<file path="src/rtl/obuf_if.sv">
// obuf_if: bundles the load side and the streaming side of the output buffer.
//   i_load        load strobe for a full vector
//   i_data        vector to capture, element k is word k
//   o_load_ready  buffer idle, a load will be accepted
//   o_valid       o_data holds a valid word
//   i_ready       consumer accepts o_data
//   o_data        current output word
//   o_last        o_data is the final word of the vector
// Modports: slave = buffer side, master = producer/consumer side.
interface obuf_if #(
  parameter int datatype_size = 8,
  parameter int fifo_length   = 5
);
  logic                                        i_load;
  logic [fifo_length-1:0][datatype_size-1:0]   i_data;
  logic                                        o_load_ready;
  logic                                        o_valid;
  logic                                        i_ready;
  logic [datatype_size-1:0]                    o_data;
  logic                                        o_last;

  modport slave (
    input  i_load, i_data, i_ready,
    output o_load_ready, o_valid, o_data, o_last
  );

  modport master (
    output i_load, i_data, i_ready,
    input  o_load_ready, o_valid, o_data, o_last
  );
endinterface

</file>
<file path="src/rtl/obuf.sv">
// obuf: output-side vector buffer. Captures a whole vector in one cycle and
// then streams it out word 0 first over a valid/ready handshake.
//   clk    rising-edge clock
//   rst_n  asynchronous active-low reset
//   bus    obuf_if slave modport (load strobe/vector, stream outputs)
//
// state  | meaning
// -------+----------------------------------------------------------
// IDLE   | buffer empty, o_load_ready=1, waits for i_load
// SHIFT  | presenting r_buf[r_idx], advances on each handshake
module obuf #(
  parameter int datatype_size = 8,
  parameter int fifo_length   = 5
) (
  input  logic  clk,
  input  logic  rst_n,
  obuf_if.slave bus
);

  localparam int                IDX_W    = (fifo_length > 1) ? $clog2(fifo_length) : 1;
  localparam logic [IDX_W-1:0]  LAST_IDX = IDX_W'(fifo_length - 1);

  typedef enum logic {
    S_IDLE  = 1'b0,
    S_SHIFT = 1'b1
  } state_t;

  state_t                   r_state;
  state_t                   w_state_nxt;
  logic [IDX_W-1:0]         r_idx;
  logic [IDX_W-1:0]         w_idx_nxt;
  logic [datatype_size-1:0] r_buf [fifo_length];
  logic                     w_load_en;
  logic                     w_at_last;

  assign w_at_last = (r_idx == LAST_IDX);

  // State and index register
  always_ff @(posedge clk or negedge rst_n) begin
    if (!rst_n) begin
      r_state <= S_IDLE;
      r_idx   <= '0;
    end else begin
      r_state <= w_state_nxt;
      r_idx   <= w_idx_nxt;
    end
  end

  // Next-state logic
  always_comb begin
    w_state_nxt = r_state;
    w_idx_nxt   = r_idx;
    w_load_en   = 1'b0;
    case (r_state)
      S_IDLE: begin
        // i_ready is irrelevant here: nothing is being offered.
        if (bus.i_load) begin
          w_load_en   = 1'b1;
          w_idx_nxt   = '0;
          w_state_nxt = S_SHIFT;
        end
      end
      S_SHIFT: begin
        // i_load is deliberately ignored while a vector is in flight.
        if (bus.i_ready) begin
          if (w_at_last) begin
            w_idx_nxt   = '0;
            w_state_nxt = S_IDLE;
          end else begin
            w_idx_nxt   = r_idx + 1'b1;
          end
        end
      end
      default: begin
        w_idx_nxt   = '0;
        w_state_nxt = S_IDLE;
      end
    endcase
  end

  // Vector storage, written only on the accepting edge
  always_ff @(posedge clk or negedge rst_n) begin
    if (!rst_n) begin
      for (int k = 0; k < fifo_length; k++) begin
        r_buf[k] <= '0;
      end
    end else if (w_load_en) begin
      for (int k = 0; k < fifo_length; k++) begin
        r_buf[k] <= bus.i_data[k];
      end
    end
  end

  // Outputs come from registered state only, so the consumer never sees a
  // combinational path from its own i_ready. o_data is forced to zero in
  // IDLE so stale words are never visible while o_valid is low.
  assign bus.o_valid      = (r_state == S_SHIFT);
  assign bus.o_load_ready = (r_state == S_IDLE);
  assign bus.o_last       = (r_state == S_SHIFT) && w_at_last;
  assign bus.o_data       = (r_state == S_SHIFT) ? r_buf[r_idx] : '0;

endmodule

</file>
<file path="src/flat_wrapper.sv">
// flat-port wrapper written by rule: the top's interface ports become plain ports
module obuf_flat 
#(
  parameter int datatype_size = 8,
  parameter int fifo_length   = 5
)
  (clk, rst_n, bus_i_load, bus_i_data, bus_i_ready, bus_o_load_ready, bus_o_valid, bus_o_data, bus_o_last);
  obuf_if #(.datatype_size(datatype_size), .fifo_length(fifo_length)) bus_i ();
  input  logic clk;
  input  logic rst_n;
  input wire logic [$bits(bus_i.i_load)-1:0] bus_i_load;
  input wire logic [$bits(bus_i.i_data)-1:0] bus_i_data;
  input wire logic [$bits(bus_i.i_ready)-1:0] bus_i_ready;
  output wire logic [$bits(bus_i.o_load_ready)-1:0] bus_o_load_ready;
  output wire logic [$bits(bus_i.o_valid)-1:0] bus_o_valid;
  output wire logic [$bits(bus_i.o_data)-1:0] bus_o_data;
  output wire logic [$bits(bus_i.o_last)-1:0] bus_o_last;
  assign bus_i.i_load = bus_i_load;
  assign bus_i.i_data = bus_i_data;
  assign bus_i.i_ready = bus_i_ready;
  assign bus_o_load_ready = bus_i.o_load_ready;
  assign bus_o_valid = bus_i.o_valid;
  assign bus_o_data = bus_i.o_data;
  assign bus_o_last = bus_i.o_last;
  obuf #(.datatype_size(datatype_size), .fifo_length(fifo_length)) u_core (.clk(clk), .rst_n(rst_n), .bus(bus_i));
endmodule
</file>
<file path="config.mk">
export PLATFORM = sky130hd
export DESIGN_NAME = obuf_flat
export DESIGN_NICKNAME = d
export VERILOG_FILES = /design/src/rtl/obuf_if.sv /design/src/rtl/obuf.sv /design/src/flat_wrapper.sv
export SDC_FILE = /design/constraint.sdc
export NUM_CORES = 1
export LEC_CHECK = 0
export ABC_CLOCK_PERIOD_IN_PS = 4500
export CELL_PAD_IN_SITES_DETAIL_PLACEMENT = 0
export CELL_PAD_IN_SITES_GLOBAL_PLACEMENT = 1
export CORE_MARGIN = 3
export CORE_UTILIZATION = 42
export CTS_CLUSTER_SIZE = 25
export DETAILED_ROUTE_END_ITERATION = 10
export HOLD_SLACK_MARGIN = 0.1
export PLACE_DENSITY_LB_ADDON = 0.05
export SLEW_MARGIN = 20
export SYNTH_ARGS = -nofsm -noshare
export SYNTH_HDL_FRONTEND = slang
export SYNTH_SLANG_ARGS = --single-unit
</file>
<file path="constraint.sdc">
create_clock -name clk -period 4.5 [get_ports clk]
set_clock_uncertainty 0.05 [all_clocks]
set_input_delay 0.9 -clock clk [delete_from_list [all_inputs] [get_ports clk]]
set_output_delay 0.9 -clock clk [all_outputs]
set_load 0.02 [all_outputs]
</file>
=== Word-level counts from Yosys, hierarchy flattened ===
Cells that the tools add are included.

* Shift-type cells: 0
* Eq/ne operators: 3
* Add/subtract/negate cells: 1
* Bitwise logic cells: 2
* Reductions and logical operators: 2
* Muxes and demuxes: 13
* Magnitude comparators: 1
* Multiply operators: 0
* Divide/modulo/power cells: 0

{| class="wikitable"
|+ Operators by type and width
! operator !! number
|-
| 8-bit binary-select mux with 3-bit select || 1
|-
| 8-bit two-way mux || 3
|-
| 3-bit two-way mux || 3
|-
| 3-bit one-hot mux with 2 select lines || 1
|-
| 4-bit greater-or-equal comparator, second input constant || 1
|-
| 1-bit two-way mux || 4
|-
| 2-bit != test, second input constant || 2
|-
| 3-bit inverter with 4-bit output || 1
|-
| 3-bit by 1-bit adder with 3-bit output, second input constant || 1
|-
| 3-bit == test, second input constant || 1
|-
| 1-bit one-hot mux with 2 select lines || 1
|-
| 2-bit AND reduction || 1
|-
| 1-bit logical AND || 1
|-
| 1-bit inverter || 1
|}

* Output and inout port bits: 11
* Memories kept: 0
* ROM bits: 0
* Bits in writable memories: 0
* Bits in registers: 44
* Word-level logic and storage cells: 29
* Latch bits: 0

=== Depth between registers and ports, before layout ===
* Word-level depth: 5
* Gate-level depth with buffers: 7

=== Worst setup path after synthesis ===
OpenSTA, ideal clock, no wires.

* Path type: register -> output
* Start point: register u_core.r_state, in the netlist u_core.bus.o_valid
* End point: output port bus_o_data[6]
* Setup slack: 2.242 ns
* Cell stages (with the launch flop): 6
* Buffers on the path: 2
* Data required time: 3.550 ns
* Data arrival time: 1.308 ns
* Cells stage by stage: dfrtp_1 -> buf_4 -> and3b_1 -> clkbuf_2 -> a222oi_1 -> inv_1

* Longest elaborated chain between the ends: 1

{| class="wikitable"
|+ RTL lines
! what !! line !! text
|-
| start: declaration || obuf.sv:28 || <nowiki>state_t r_state;</nowiki>
|-
| start signal: assignment || obuf.sv:44 || <nowiki>r_state <= w_state_nxt;</nowiki>
|-
| 8-bit two-way mux || obuf.sv:100 || <nowiki>assign bus.o_data = (r_state == S_SHIFT) ? r_buf[r_idx] : '0;</nowiki>
|-
| end: declaration || flat_wrapper.sv:16 || <nowiki>output wire logic [$bits(bus_i.o_data)-1:0] bus_o_data;</nowiki>
|}

Every way passes these cells.

=== Final worst setup path ===
* Start point: register u_core.r_idx[1]
* End point: output port bus_o_data[6]

* Longest elaborated chain between the ends: 5

{| class="wikitable"
|+ RTL lines
! what !! line !! text
|-
| start: declaration || obuf.sv:30 || <nowiki>logic [IDX_W-1:0] r_idx;</nowiki>
|-
| start signal: assignment || obuf.sv:45 || <nowiki>r_idx <= w_idx_nxt;</nowiki>
|-
| 3-bit inverter with 4-bit output (implied by the code) || obuf.sv:100 ||
|-
| 8-bit binary-select mux with 3-bit select || obuf.sv:100 ||
|-
| 8-bit two-way mux (implied by the code) (2 in a row) || obuf.sv:100 ||
|-
| 8-bit two-way mux || obuf.sv:100 ||
|}

Every way passes these cells. The select of a mux whose other input is x is not followed.

==> impl_metrics.json <==
{
  "post-route-period-util_pct": 80.7,
  "rows": 25,
  "insertion_delay_ns": 0.29,
  "critical_path.startpoint": "u_core.r_idx[1]$_DFFE_PN0P_",
  "die-area_mm2": 0.00595,
  "drv_cap": 0,
  "path_clk_slew_ns": 0.08,
  "cts-root-buf": "clkbuf_8",
  "vias": 1391,
  "antenna_found_initial": 0,
  "ys_ff_latch": 44,
  "synth-xor-area-share_pct": 0,
  "vias_per_cell": 5.04,
  "cts_tree": "done",
  "finalSetupViolations": 0,
  "status": "complete, no violations",
  "finalNonFillerCells": 276,
  "syn-num-nets": 201,
  "grtUsageTotal_pct": 15.1,
  "fillers": 425,
  "rsz0062_at_grt": "no",
  "ctsResizeCount": 0,
  "slew_viol_final": 0,
  "final_cell_mix": "clkdlybuf4s50_1 (53), dfrtp_1 (44), mux2_2 (27), mux2_1 (21), nand2_1 (16)",
  "ys_types": 27,
  "grt_pass1_vias": 1504,
  "die_h_um": 77.1,
  "synthMuxAreaShare_pct": 31.5,
  "synthArstFlopShare_pct": 100,
  "nNetsFinal": 255,
  "synthCells": 155,
  "endpoint_kind": "primary output",
  "period_minus_slack_ns": 3.63,
  "cts.path.max_buffers": 2,
  "cts_buffers": 5,
  "avgSynthCellArea_um2": 13.7,
  "syn_to_final_growth_pct": 31.4,
  "critPathArrivalTime_ns": 2.68,
  "yosysSeqAreaShare_pct": 51.8,
  "critPathLaunchType": "flop",
  "first_iter_violations": 66,
  "r2r_start": "u_core.r_idx[1]$_DFFE_PN0P_",
  "drt_pass1_iterations": 4,
  "drive_gt1_share_pct": 23.0,
  "finalSetupTns_ns": 0,
  "io_buffers": 54,
  "routed_wl_um": 4290,
  "ys.flop_type": "dfrtp_1",
  "hpwlAfterDp_um": 2930,
  "synth_area_mm2": 0.00213,
  "hold_viol_final": 0,
  "io_pins": 55,
  "postCtsHoldBufs": 0,
  "mostFrequentLayoutCell": "clkdlybuf4s50_1",
  "yosys.area_share.adder_pct": 1.18,
  "start_util_pct": 44.1,
  "max_slew_margin_pct": 33.0,
  "synth_edf_count": 0,
  "leakage_nw": 1.21,
  "grt_max_degree": 45,
  "die_w_um": 77.1,
  "synth_top_family_by_area": "multiplexers",
  "drc": 0,
  "post_cts_buffers": 0,
  "p_per_area_mw_per_mm2": 655,
  "crit_required_ns": 3.55,
  "diodes": 0,
  "worst_slew_pin_slew_ns": 1.00,
  "wl_per_cell_um": 15.5,
  "worstHoldStart": "u_core.r_buf[31]$_DFFE_PN0P_",
  "core_area_mm2": 0.00482,
  "detail-route-antenna-nets": 0,
  "ir_worst_vdd_v": 0.000323,
  "yosys.area_share.simple_pct": 5.77,
  "worst-setup-path-type": "reg2out",
  "hp-class": "reg2reg",
  "clock_sinks": 44,
  "place.gp.congestion": 0.708,
  "max_freq_mhz": 275,
  "grt_pass1_wl_um": 7020,
  "path_max_fanout": 20,
  "cts.htree.levels": 2,
  "synth-compound-area-share_pct": 5.00,
  "yosysWarnings": 0,
  "grt_remaining_overflow": 0,
  "dp_cells": 268
}
final timing paths:
kind                       slack (ns)  cells past startpoint                            to
min reg2reg                      0.43                      1  u_core.r_buf[31]$_DFFE_PN0P_
max                              0.87                      5                 bus_o_data[6]
min                              0.43                      1  u_core.r_buf[31]$_DFFE_PN0P_
min in group asynchronous        0.55                      1  u_core.bus.o_valid$_DFF_PN0_
max in group asynchronous        3.46                      1  u_core.r_buf[16]$_DFFE_PN0P_
max reg2reg                      2.59                      5   u_core.r_idx[2]$_DFFE_PN0P_
cell families after synthesis:
| kind of cell | Yosys count |
|---|---|
| compound gates | 14 |
| fa+ha+maj | 2 |
| buf+inv | 14 |
| flops | 44 |
| mux | 57 |
| simple gates | 24 |
worst max-delay path: stages, from the launching register on:
cell	delay [ns]
dfrtp_1	1.01
nor4bb_2	0.19
buf_4	0.23
a222oi_1	0.36
inv_1	0.07
clkdlybuf4s50_1	0.54
sequential cells by signal, summed over array words and instances (netlist names):
register	flops
u_core.bus.o_valid	1
u_core.r_buf	40
u_core.r_idx	3
routing by layer:
metal | GRT usage (%) | routed length, um | vias to the layer above
li1 | - | - | 655
met1 | 18.1 | 1880 | 686
met2 | 25.6 | 2110 | 45
met3 | 4.11 | 231 | 5
met4 | 5.87 | 59 | 0
met5 | 0 | 0 | -
power by group:
part | internal (mW) | leakage, nW | total, mW | switching, mW
Sequential | 0.587 | 0.531 | 0.739 | 0.151
Clock | 0.106 | 0.0410 | 0.227 | 0.122
Combinational | 0.519 | 0.642 | 0.863 | 0.344
per-stage QoR:
step	util (%)	hold WS, ns	instance area, um2	total power [mW]	setup slack (ns)
CTS	57.4	0.442	2760	1.85	0.827
global route	58.0	0.460	2790	1.96	0.660
global placement	55.7	0.416	2690	1.58	1.25
detailed placement	55.7	0.425	2690	1.62	1.15
finish	58.0	0.434	2790	1.83	0.868
floorplan	-	0.402	2130	1.32	2.24
cell type report:
class,instances,area [um2],share of cell area [%]
clock buffer,6,72.6,2.60
clock inverter,1,5.00,0.179
inverter,5,18.8,0.672
multi-input combinational,97,938,33.6
sequential,44,1100,39.4
tap,67,83.8,3.00
timing repair buffer,56,573,20.5
cell usage after synthesis, types with 2 or more instances:
| master | instances | area (um2) |
|---|---|---|
| a22oi_1 | 6 | 45.0 |
| buf_4 | 6 | 45.0 |
| dfrtp_1 | 44 | 1100 |
| ha_1 | 2 | 25.0 |
| inv_1 | 5 | 18.8 |
| mux2_1 | 21 | 236 |
| mux2_2 | 27 | 304 |
| mux2_4 | 8 | 120 |
| nand2_1 | 16 | 60.1 |
| nor2_1 | 2 | 7.51 |
| o21ai_1 | 2 | 10.0 |
Note: power is estimated with default switching activity, not from simulation.
